## config.mk

```make
export PLATFORM = sky130hd
export DESIGN_NAME = top_level_p3
export DESIGN_NICKNAME = d
export VERILOG_FILES = /design/src/rtl/p3_pkg.sv /design/src/rtl/p3_if.sv /design/src/rtl/data_mem.sv /design/src/rtl/top_level_p3.sv
export SDC_FILE = /design/constraint.sdc
export NUM_CORES = 1
export LEC_CHECK = 0
export ABC_AREA = 0
export CAP_MARGIN = 20
export CORE_AREA = 2 2 39 41
export CTS_BUF_LIST = sky130_fd_sc_hd__clkbuf_8
export DETAILED_ROUTE_END_ITERATION = 12
export DIE_AREA = 0 0 41 43
export GPL_TIMING_DRIVEN = 0
export MAX_ROUTING_LAYER = met4
export PLACE_DENSITY_LB_ADDON = 0.3
export SLEW_MARGIN = 20
export SYNTH_ARGS = -nofsm -noshare
export SYNTH_HDL_FRONTEND = slang
export SYNTH_HIERARCHICAL = 1
export SYNTH_SLANG_ARGS = --single-unit
```

## constraint.sdc

```tcl
create_clock -name clk -period 1.35 [get_ports clk]
set_input_delay 0.27 -clock clk [delete_from_list [all_inputs] [get_ports clk]]
set_output_delay 0.27 -clock clk [all_outputs]
set_load 0.05 [all_outputs]
```

## src/rtl/p3_pkg.sv

```systemverilog
// p3_pkg: shared constants, FSM state type and the 5-bit window matcher
// for the program-3 pattern-count engine.
package p3_pkg;

  localparam logic [7:0] MSG_BASE = 8'd0;
  localparam int unsigned MSG_LEN = 32;
  localparam logic [7:0] PAT_ADDR = 8'd32;
  localparam logic [7:0] CTB_ADDR = 8'd67;
  localparam logic [7:0] CTO_ADDR = 8'd68;
  localparam logic [7:0] CTS_ADDR = 8'd69;

  typedef enum logic [2:0] {
    S_IDLE,
    S_LOAD,
    S_SCAN,
    S_WR67,
    S_WR68,
    S_WR69,
    S_DONE
  } state_t;

  // Counts how many of the four windows b[4:0], b[5:1], b[6:2], b[7:3]
  // equal pat (result 0..4).
  function automatic logic [2:0] win_count(input logic [7:0] b, input logic [4:0] pat);
    logic [2:0] n;
    n = '0;
    for (int unsigned k = 0; k < 4; k++) begin
      if (b[k +: 5] == pat) n = n + 3'd1;
    end
    return n;
  endfunction

endpackage

```

## src/rtl/p3_if.sv

```systemverilog
// p3_if: data-memory bus between the engine and its 256x8 memory.
//   addr/wr_en/wr_data/rd_data : main read/write port
//   rd2_addr/rd2_data          : second read port (next message byte)
interface p3_if;
  logic [7:0] addr;
  logic       wr_en;
  logic [7:0] wr_data;
  logic [7:0] rd_data;
  logic [7:0] rd2_addr;
  logic [7:0] rd2_data;

  modport master (output addr, wr_en, wr_data, rd2_addr, input rd_data, rd2_data);
  modport slave  (input addr, wr_en, wr_data, rd2_addr, output rd_data, rd2_data);
endinterface

```

## src/rtl/data_mem.sv

```systemverilog
// data_mem: 256x8 memory `core`, asynchronous reads, synchronous write.
//   clk                        : write clock
//   addr/wr_en/wr_data/rd_data : read/write port
//   rd2_addr/rd2_data          : extra read-only port
// Contents are never reset.
module data_mem (
  input  logic       clk,
  input  logic [7:0] addr,
  input  logic       wr_en,
  input  logic [7:0] wr_data,
  output logic [7:0] rd_data,
  input  logic [7:0] rd2_addr,
  output logic [7:0] rd2_data
);

  logic [7:0] core [256];

  always_ff @(posedge clk) begin
    if (wr_en) core[addr] <= wr_data;
  end

  assign rd_data  = core[addr];
  assign rd2_data = core[rd2_addr];

endmodule

```

## src/rtl/top_level_p3.sv

```systemverilog
// top_level_p3: program-3 engine. After reset release, reads the pattern
// (core[32][7:3]) and the 32-byte message, counts in-byte matches (ctb),
// bytes with any match (cto) and matches over the whole bit string (cts),
// writes them to bytes 67/68/69 and raises done.
//   clk   : rising-edge clock
//   reset : asynchronous, active-low
//   done  : high once all results are written, until reset asserts
module top_level_p3
  import p3_pkg::*;
(
  input  logic clk,
  input  logic reset,
  output logic done
);

  p3_if bus ();

  data_mem dm1 (
    .clk      (clk),
    .addr     (bus.addr),
    .wr_en    (bus.wr_en),
    .wr_data  (bus.wr_data),
    .rd_data  (bus.rd_data),
    .rd2_addr (bus.rd2_addr),
    .rd2_data (bus.rd2_data)
  );

  state_t     state_q, state_d;
  logic [4:0] idx_q, idx_d;
  logic [4:0] pat_q, pat_d;
  logic [7:0] ctb_q, ctb_d;
  logic [7:0] cto_q, cto_d;
  logic [7:0] cts_q, cts_d;
  logic [2:0] inb;
  logic [2:0] crs;

  always_ff @(posedge clk or negedge reset) begin
    if (!reset) begin
      state_q <= S_IDLE;
      idx_q   <= '0;
      pat_q   <= '0;
      ctb_q   <= '0;
      cto_q   <= '0;
      cts_q   <= '0;
    end else begin
      state_q <= state_d;
      idx_q   <= idx_d;
      pat_q   <= pat_d;
      ctb_q   <= ctb_d;
      cto_q   <= cto_d;
      cts_q   <= cts_d;
    end
  end

  always_comb begin
    state_d      = state_q;
    idx_d        = idx_q;
    pat_d        = pat_q;
    ctb_d        = ctb_q;
    cto_d        = cto_q;
    cts_d        = cts_q;
    inb          = '0;
    crs          = '0;
    bus.addr     = MSG_BASE + {3'b000, idx_q};
    bus.rd2_addr = MSG_BASE + {3'b000, idx_q} + 8'd1;
    bus.wr_en    = 1'b0;
    bus.wr_data  = '0;

    case (state_q)
      S_IDLE: state_d = S_LOAD;
      S_LOAD: begin
        bus.addr = PAT_ADDR;
        pat_d    = bus.rd_data[7:3];
        idx_d    = '0;
        state_d  = S_SCAN;
      end
      S_SCAN: begin
        inb = win_count(bus.rd_data, pat_q);
        // Crossing windows w[11:7]..w[8:4] of {core[i], core[i+1]} are the
        // in-byte windows of the 8-bit slice w[11:4].
        if (idx_q != 5'd31)
          crs = win_count({bus.rd_data[3:0], bus.rd2_data[7:4]}, pat_q);
        ctb_d = ctb_q + {5'b00000, inb};
        cto_d = cto_q + {7'b0000000, (inb != 3'd0)};
        cts_d = cts_q + {5'b00000, inb} + {5'b00000, crs};
        idx_d = idx_q + 5'd1;
        if (idx_q == 5'(MSG_LEN - 1)) state_d = S_WR67;
      end
      S_WR67: begin
        bus.addr    = CTB_ADDR;
        bus.wr_en   = 1'b1;
        bus.wr_data = ctb_q;
        state_d     = S_WR68;
      end
      S_WR68: begin
        bus.addr    = CTO_ADDR;
        bus.wr_en   = 1'b1;
        bus.wr_data = cto_q;
        state_d     = S_WR69;
      end
      S_WR69: begin
        bus.addr    = CTS_ADDR;
        bus.wr_en   = 1'b1;
        bus.wr_data = cts_q;
        state_d     = S_DONE;
      end
      S_DONE:  state_d = S_DONE;
      default: state_d = S_IDLE;
    endcase
  end

  assign done = (state_q == S_DONE);

endmodule

```

==> flow_summary.toml, run 1 <==
[status]
outcome = "finished, final reports clean"

[finish]
final_area_um2 = 617
nFillCells = 137
multi_input_area_um2 = 244
layout.nets = 62
final_layout_size_suffix_gt1_share_pct = 37.5
num_antenna_cells = 0
finalNonFillerCells = 72
area_delta_synth_final_pct = 38.1
seqCellArea_um2 = 200

[timing]
hold_slack_ns = 0.324
period_minus_slack_ns = 1.31
fin_skew_ns = 0.00464
worstMarginPinSlew_ns = 0.372
hold_viol = 0
setup_viol = 0
setup_tns_ns = 0
maxSlewViolCount = 0
clock.fmax_mhz = 765
setup_ws_ns = 0.0430
finalCritPeriodShare_pct = 96.8
slew_headroom_pct = 75.1

[pwr]
p_seq_share_pct = 45.2
clockPowerShare_pct = 53.4
netSwitchingPower_uw = 96.4
comb_power_share_pct = 1.3
vdd_drop_max_mv = 0.474
power_density_nw_per_um2 = 864
p_int_uw = 436
swShare_pct = 18.1
leakagePower_nw = 0.278

[cts]
clk_pin_slew_worst_paths_ns = 0.04
ctsHoldBuffers = 0
cts_buffers = 3
clkSinkCount = 8
cts_tree = "done"
clock_latency_ns = 0.23
cts_max_level = 1
cts_root_buf = "clkbuf_8"
cts_buffer_depth = 2

[drt]
viasPerCell = 4.99
drc_errors = 0
routed_wl_um = 939
first_iter_violations = 7
ant_nets = 0
detail_route.wl_per_cell_um = 13.0
firstDrtPassIters = 4
vias = 359

[worst_setup_path]
startpoint = "idx_q[1]"
crit_path_start_kind = "flop"
critPathMaxFanout = 2
worstSetupPathType = "reg2reg"
r2r_start = "idx_q[1]"
arrival_ns = 1.41
end_kind = "flop"
critical_path_required_ns = 1.46

[die]
pin_count = 3
die_h_um = 43
start_util_pct = 32.3
fp-row-count = 14
dieArea_um2 = 1760
die_w_um = 41
core_area_um2 = 1380

[global_route]
antenna_found_initial = 0
grt_max_degree = 11
grt_pass1_vias = 345
grt-ovfl-total = 0
grt_pass1_wl_mm = 1.59
grtUsageTotal_pct = 14.3

[synth]
avgSynthCellArea_um2 = 10.2
ys_warn_count = 6
postSynthCellCount = 44
synth-seq-area-share_pct = 44.8
syn_nets = 48
ys_types = 21
ys_ff_latch = 8
syn_area_um2 = 447

[min_path]
holdCritPathClass = "in2async"

[place]
gp_congestion = 0.700
hpwl_um = 537
dpl-instance-area_um2 = 492
pre_cts_slack_ns = -0.422
place.port_buffers = 2
placed_cells = 62

[run]
maxCapViolations = 0
sequential cells by signal, indices dropped and copies added, names as in the netlist:
signal and count:
idx_q 5, state_q 3
metal layers:
metal | part of all wire [%] | up-vias | wire, µm | global-route usage [%]
li1 | - | 183 | - | -
met3 | 4.2 | 4 | 39 | 4.71
met5 | 0 | - | 0 | -
met1 | 45 | 165 | 424 | 18.5
met2 | 48 | 7 | 455 | 18.1
met4 | 2.0 | 0 | 19 | 10.0
logic make-up (layout without fill, tap and decap cells):
family	Yosys count	after routing	synth area share (%)
and+or+nand+nor	12	12	16.8
xor gates and xnor gates	2	2	3.92
muxes	1	1	2.24
DFF	8	8	44.8
AOI/OAI and AO/OA	15	15	19.9
adders and majority gates	2	2	5.60
buffers and inverters	4	16	6.72
worst paths after layout:
check / end / slack [ns] / depth (start not counted)
setup / recovery: idx_q[4] / 0.04 / 5
hold reg to reg: idx_q[3] / 0.57 / 2
max in group asynchronous: idx_q[0] / 0.75 / 1
min in group clk: idx_q[3] / 0.57 / 2
hold / removal: state_q[2] / 0.32 / 1
setup reg to reg: idx_q[4] / 0.04 / 5
layout by cell type, fill, tap and decap left out:
| cell type | synthesis | routed |
|---|---|---|
| dfrtp_1 | 8 | 8 |
| buf_4 | 2 | 7 |
| nand2_1 | 5 | 5 |
| buf_6 | 1 | 4 |
| o21ai_1 | 3 | 4 |
| a21oi_1 | 3 | 3 |
| o21ai_0 | 4 | 3 |
| clkbuf_8 | 0 | 3 |
| a22oi_1 | 3 | 2 |
| nor2_2 | 0 | 1 |
| and3_4 | 0 | 1 |
| xor2_1 | 1 | 1 |
| xnor2_1 | 1 | 1 |
| inv_1 | 1 | 1 |
| nor2b_4 | 1 | 1 |
| a22oi_2 | 0 | 1 |
| a21o_1 | 1 | 1 |
| nand2b_1 | 1 | 1 |
| and3_1 | 2 | 1 |
| nor3_1 | 1 | 1 |
| a41oi_1 | 1 | 1 |
| nor4b_2 | 1 | 1 |
| mux2i_1 | 1 | 1 |
| ha_2 | 0 | 1 |
| ha_4 | 0 | 1 |
| clkdlybuf4s50_1 | 0 | 1 |
power groups by stage:
stage	clock (mW)	sequential (mW)	combinational, mW
2_1_floorplan	0	0.244	0.000000111
3_3_place_gp	0	0.244	0.00790
3_5_place_dp	0	0.244	0.00783
4_1_cts	0.294	0.241	0.00789
5_1_grt	0.302	0.241	0.00883
6_report	0.285	0.241	0.00714
through the flow:
| stage | total power [mW] | util [%] |
|---|---|---|
| 5_1_grt | 0.552 | 44.6 |
| 4_1_cts | 0.542 | 40.8 |
| 2_1_floorplan | 0.244 | - |
| 6_report | 0.533 | 44.6 |
| 3_3_place_gp | 0.252 | 35.5 |
| 3_5_place_dp | 0.252 | 35.5 |
cells in the mapped netlist (all sizes together):
| library cell | n | area share [%] |
|---|---|---|
| and3 | 2 | 2.8 |
| nor3 | 1 | 1.1 |
| o21ai | 7 | 7.8 |
| ha | 2 | 5.6 |
| nor4b | 1 | 3.4 |
| nand2 | 5 | 4.2 |
| xnor2 | 1 | 2.0 |
| buf | 3 | 5.9 |
| a21oi | 3 | 3.4 |
| a21o | 1 | 1.7 |
| a22oi | 3 | 5.0 |
| a41oi | 1 | 2.0 |
| nor2b | 1 | 3.1 |
| dfrtp | 8 | 45 |
| mux2i | 1 | 2.2 |
| inv | 1 | 0.84 |
| xor2 | 1 | 2.0 |
| nor2 | 1 | 0.84 |
| nand2b | 1 | 1.4 |
worst max-delay path: stages, from the launching register on:
cell and delay (ns):
dfrtp_1 0.38, ha_2 0.20, and3_4 0.19, ha_4 0.21
a22oi_2 0.13, o21ai_1 0.09
final cells by class:
type,instances,area share (%)
plain buffers,3,5.48
clock buffers,3,6.69
inverters,1,0.609
multi-input cells,32,39.6
flip-flops and latches,8,32.5
well taps,16,3.25
repair buffers,9,12.0
repair_timing:
item | 4_1_cts | 5_1_grt
gates resized for setup | 8 | 5
gates cloned | 0 | 0
buffers inserted | 4 | 3
setup endpoints to repair | 2 | 2
pin swaps | 2 | 3
(Power assumes the default switching activity.)
==> run 2, diff against run 1 <==
--- a/config.mk
+++ b/config.mk
@@ -19,3 +19,4 @@
 export SYNTH_HDL_FRONTEND = slang
 export SYNTH_HIERARCHICAL = 1
 export SYNTH_SLANG_ARGS = --single-unit
+export TNS_END_PERCENT = 30
==> flow_summary.toml, run 2 (same netlist as run 1, synthesis figures left out) <==
[drt]
vias = 352
dr.max_layer_used = "met4"
firstDrtPassIters = 2
wl_met2_um = 438
drc_errors = 0
first_iter_violations = 7
met1Wirelength_um = 438
detail_route.wl_per_cell_um = 13.6
wl_met3_um = 12
ant_nets = 0
viasPerCell = 5.10
routed_wl_um = 941

[timing]
rsz0062_at_grt = "true"
maxSlewViolCount = 0
finalCritPeriodShare_pct = 98.7
clock.fmax_mhz = 750
setup_tns_ns = 0
hold_viol = 0
period_minus_slack_ns = 1.33
worstMarginPinSlew_ns = 0.375
slew_headroom_pct = 75.0
setup_viol = 0
fin_skew_ns = 0.00294
setup_ws_ns = 0.0173
hold_slack_ns = 0.325

[place]
place.port_buffers = 2
dpl-instance-area_um2 = 489
gp_congestion = 0.744
pre_cts_slack_ns = -0.432
hpwl_um = 582
placed_cells = 62

[die]
start_util_pct = 32.3
core_area_um2 = 1380
dieArea_um2 = 1760
fp-row-count = 14
die_w_um = 41
die_h_um = 43
pin_count = 3

[global_route]
grt_max_degree = 11
grt_pass1_vias = 359
grt-ovfl-total = 0
antenna_found_initial = 0
grt_pass1_wl_mm = 1.49
grtUsageTotal_pct = 14.1

[worst_setup_path]
crit_path_start_kind = "flop"
worstSetupPathType = "reg2reg"
critPathMaxFanout = 2
critical_path_required_ns = 1.46
arrival_ns = 1.44
end_kind = "flop"

[cts]
clk_pin_slew_worst_paths_ns = 0.04
cts_tree = "done"
cts_buffers = 3
clock_latency_ns = 0.23
cts_buffer_depth = 2
cts_root_buf = "clkbuf_8"
cts_max_level = 1
clkSinkCount = 8

[pwr]
p_seq_share_pct = 44.7
p_int_uw = 437
clockPowerShare_pct = 53.9
netSwitchingPower_uw = 101
comb_power_share_pct = 1.3
leakagePower_nw = 0.264
power_density_nw_per_um2 = 900
swShare_pct = 18.8
vdd_drop_max_mv = 0.492
finalPower_uw = 538

[run]
maxCapViolations = 0

[min_path]
holdCritPathClass = "in2async"

[finish]
final_layout_size_suffix_gt1_share_pct = 35.8
largest_reg_flops = 5
layout_commonest_cell = "dfrtp_1"
final_area_um2 = 598
finalNonFillerCells = 69
num_antenna_cells = 0
nFillCells = 140
multi_input_area_um2 = 251
final_cell_mix = "dfrtp_1 (8), buf_4 (5), nand2_1 (4), o21ai_1 (4)"
layout.nets = 59
top_regs = "idx_q x5, state_q x3"
area_delta_synth_final_pct = 33.9
regMostFlops = "idx_q"
finish.utilization_pct = 43.2
seqCellArea_um2 = 200

[status]
outcome = "finished, final reports clean"
==> run 2: cell count changes in the layout (fill, tap and decap cells not counted), sizes merged <==
| cell | delta |
|---|---|
| buf | -3 |
==> run 2: worst max-delay path, cell delays in order (launching register included) <==
cell     delay [ns]
dfrtp_1        0.38
ha_2           0.20
and3_4         0.18
ha_4           0.23
a22oi_2        0.14
o21ai_1        0.08
==> run 2: worst paths after layout <==
check                                 from         end  slack, ns  depth (start not counted)
worst min register to register  state_q[1]  state_q[1]       0.57                          2
worst min-delay path                 reset    idx_q[3]       0.32                          1
worst max register to register    idx_q[0]    idx_q[4]       0.02                          5
min in group clk                state_q[1]  state_q[1]       0.57                          2
max in group asynchronous            reset    idx_q[4]       0.76                          1
worst max-delay path              idx_q[0]    idx_q[4]       0.02                          5
==> run 2: repair_timing <==
action	in CTS	in global routing
pin swaps	2	4
setup endpoints to repair	2	2
hold buffers	0	0
gates resized for setup	9	6
buffers inserted	3	1
==> run 2: layout make-up <==
type / instances / area share, %
multi-input cells: 32 / 42.1
repair buffers: 6 / 8.58
inverters: 1 / 0.628
clock buffers: 3 / 6.90
plain buffers: 3 / 5.02
well taps: 16 / 3.35
flip-flops and latches: 8 / 33.5
==> run 2: per-layer routing <==
layer / GRT usage (%) / vias up
met2: 18.4 / 4
li1: - / 175
met1: 15.4 / 169
met3: 3.14 / 4
met5: - / -
met4: 16.0 / 0
==> run 2: power by group through the flow <==
stage	clock [mW]	combinational (mW)	sequential, mW
6_report	0.290	0.00717	0.241
5_1_grt	0.307	0.00859	0.241
4_1_cts	0.299	0.00777	0.241
3_5_place_dp	0	0.00777	0.244
3_3_place_gp	0	0.00770	0.244
2_1_floorplan	0	0.000000114	0.244
==> run 3, diff against run 2 <==
--- a/config.mk
+++ b/config.mk
@@ -14,6 +14,7 @@
 export GPL_TIMING_DRIVEN = 0
 export MAX_ROUTING_LAYER = met4
 export PLACE_DENSITY_LB_ADDON = 0.3
+export REMOVE_ABC_BUFFERS = 1
 export SLEW_MARGIN = 20
 export SYNTH_ARGS = -nofsm -noshare
 export SYNTH_HDL_FRONTEND = slang
==> flow_summary.toml, run 3 (same netlist as run 1, synthesis figures left out) <==
[die]
start_util_pct = 32.3
die_h_um = 43
dieArea_um2 = 1760
fp-row-count = 14
pin_count = 3
die_w_um = 41
core_area_um2 = 1380

[worst_setup_path]
worstSetupPathType = "reg2reg"
critical_path_required_ns = 1.46
max_stage_delay_ns = 0.39
crit_path_top_delay_cell = "dfrtp_1"
critPathMaxFanout = 3
r2r_start = "idx_q[0]"
crit_path_start_kind = "flop"
rrSetupSlack_ns = 0.03
reg2reg_to = "idx_q[4]"
crit_family = "adder cells"
crit_chain = "ha_2 -> and3_4 -> ha_4 -> a22oi_2 -> o21ai_1"
end_kind = "flop"
arrival_ns = 1.43
reg2reg_depth = 5
crit_buf_inv = 0

[global_route]
antenna_found_initial = 0
grt-busiest-layer = "met1"
use_met1_pct = 15.3
grtUsageMet2_pct = 13.4
grt_pass1_wl_mm = 1.32
grt_max_degree = 15
grtUsageTotal_pct = 12.7
use_met3_pct = 7.85
grt_pass1_vias = 303
grt-ovfl-total = 0

[cts]
cts_tree = "done"
cts_root_buf = "clkbuf_8"
cts_max_level = 1
cts_buffers = 3
cts_buffer_depth = 2
clk_pin_slew_worst_paths_ns = 0.04
clock_latency_ns = 0.23
clkSinkCount = 8

[finish]
layout.nets = 60
area_delta_synth_final_pct = 31.7
nFillCells = 135
regMostFlops = "idx_q"
largest_reg_flops = 5
final_layout_size_suffix_gt1_share_pct = 38.9
finish.utilization_pct = 42.5
final_area_um2 = 588
num_antenna_cells = 0
layout_commonest_cell = "buf_4"
top_regs = "idx_q x5, state_q x3"
finalNonFillerCells = 70
final_cell_mix = "buf_4 (9), nand2_1 (5), dfrtp_1 (5)"

[timing]
setup_viol = 0
maxSlewViolCount = 0
hold_slack_ns = 0.318
clock.fmax_mhz = 756
slew_headroom_pct = 75.7
worstMarginPinSlew_ns = 0.363
fin_skew_ns = 0.00317
setup_ws_ns = 0.0268
finalCritPeriodShare_pct = 98.0
hold_viol = 0
period_minus_slack_ns = 1.32
setup_tns_ns = 0

[pwr]
power_density_nw_per_um2 = 911
vdd_drop_max_mv = 0.400
finalPower_uw = 536
leakagePower_nw = 0.257

[drt]
vias = 355
ant_nets = 0
viasPerCell = 5.07
drc_errors = 0
detail_route.wl_per_cell_um = 12.7
firstDrtPassIters = 4
first_iter_violations = 2
routed_wl_um = 888

[place]
pre_cts_slack_ns = -0.432
hpwl_um = 506
dpl-instance-area_um2 = 460
place.port_buffers = 2
gp_congestion = 0.719
placed_cells = 59

[min_path]
holdCritPathClass = "in2async"

[status]
outcome = "finished, final reports clean"

[run]
maxCapViolations = 0
## run 3: how the worst max path moves through the flow
stage	start	endpoint	slack, ns	depth (start not counted)
2_1_floorplan	state_q[2]	done	-0.14	2
3_3_place_gp	state_q[2]	done	-0.44	3
3_5_place_dp	state_q[2]	done	-0.43	3
4_1_cts	idx_q[1]	idx_q[4]	-0.02	5
5_1_grt	idx_q[0]	idx_q[4]	-0.002	5
6_report	idx_q[0]	idx_q[4]	0.03	5
## run 3: layout make-up
type / instances / area (µm²) / share of cell area, %
inverter: 1 / 3.75 / 0.638
sequential: 8 / 204 / 34.7
timing repair buffer: 10 / 77.6 / 13.2
clock buffer: 3 / 41.3 / 7.02
multi-input combinational: 32 / 241 / 41.1
tap: 16 / 20.0 / 3.40
## run 3: metal layers
| metal | share of wire, % | vias up |
|---|---|---|
| li1 | - | 178 |
| met1 | 47 | 165 |
| met2 | 45 | 9 |
| met3 | 4.8 | 3 |
| met4 | 3.3 | 0 |
| met5 | 0 | - |
## run 3: power breakdown
part / total, mW / switching (mW) / internal, mW
Clock: 0.288 / 0.0945 / 0.193
Sequential: 0.241 / 0 / 0.241
Combinational: 0.00702 / 0.00446 / 0.00256
## run 3: what timing repair did
item                                    in CTS  in global routing
pin swaps                                    2                  3
setup buffers                                2                  6
hold buffers                                 0                  0
endpoints found under the setup margin       2                  2
resized for setup                           11                  3
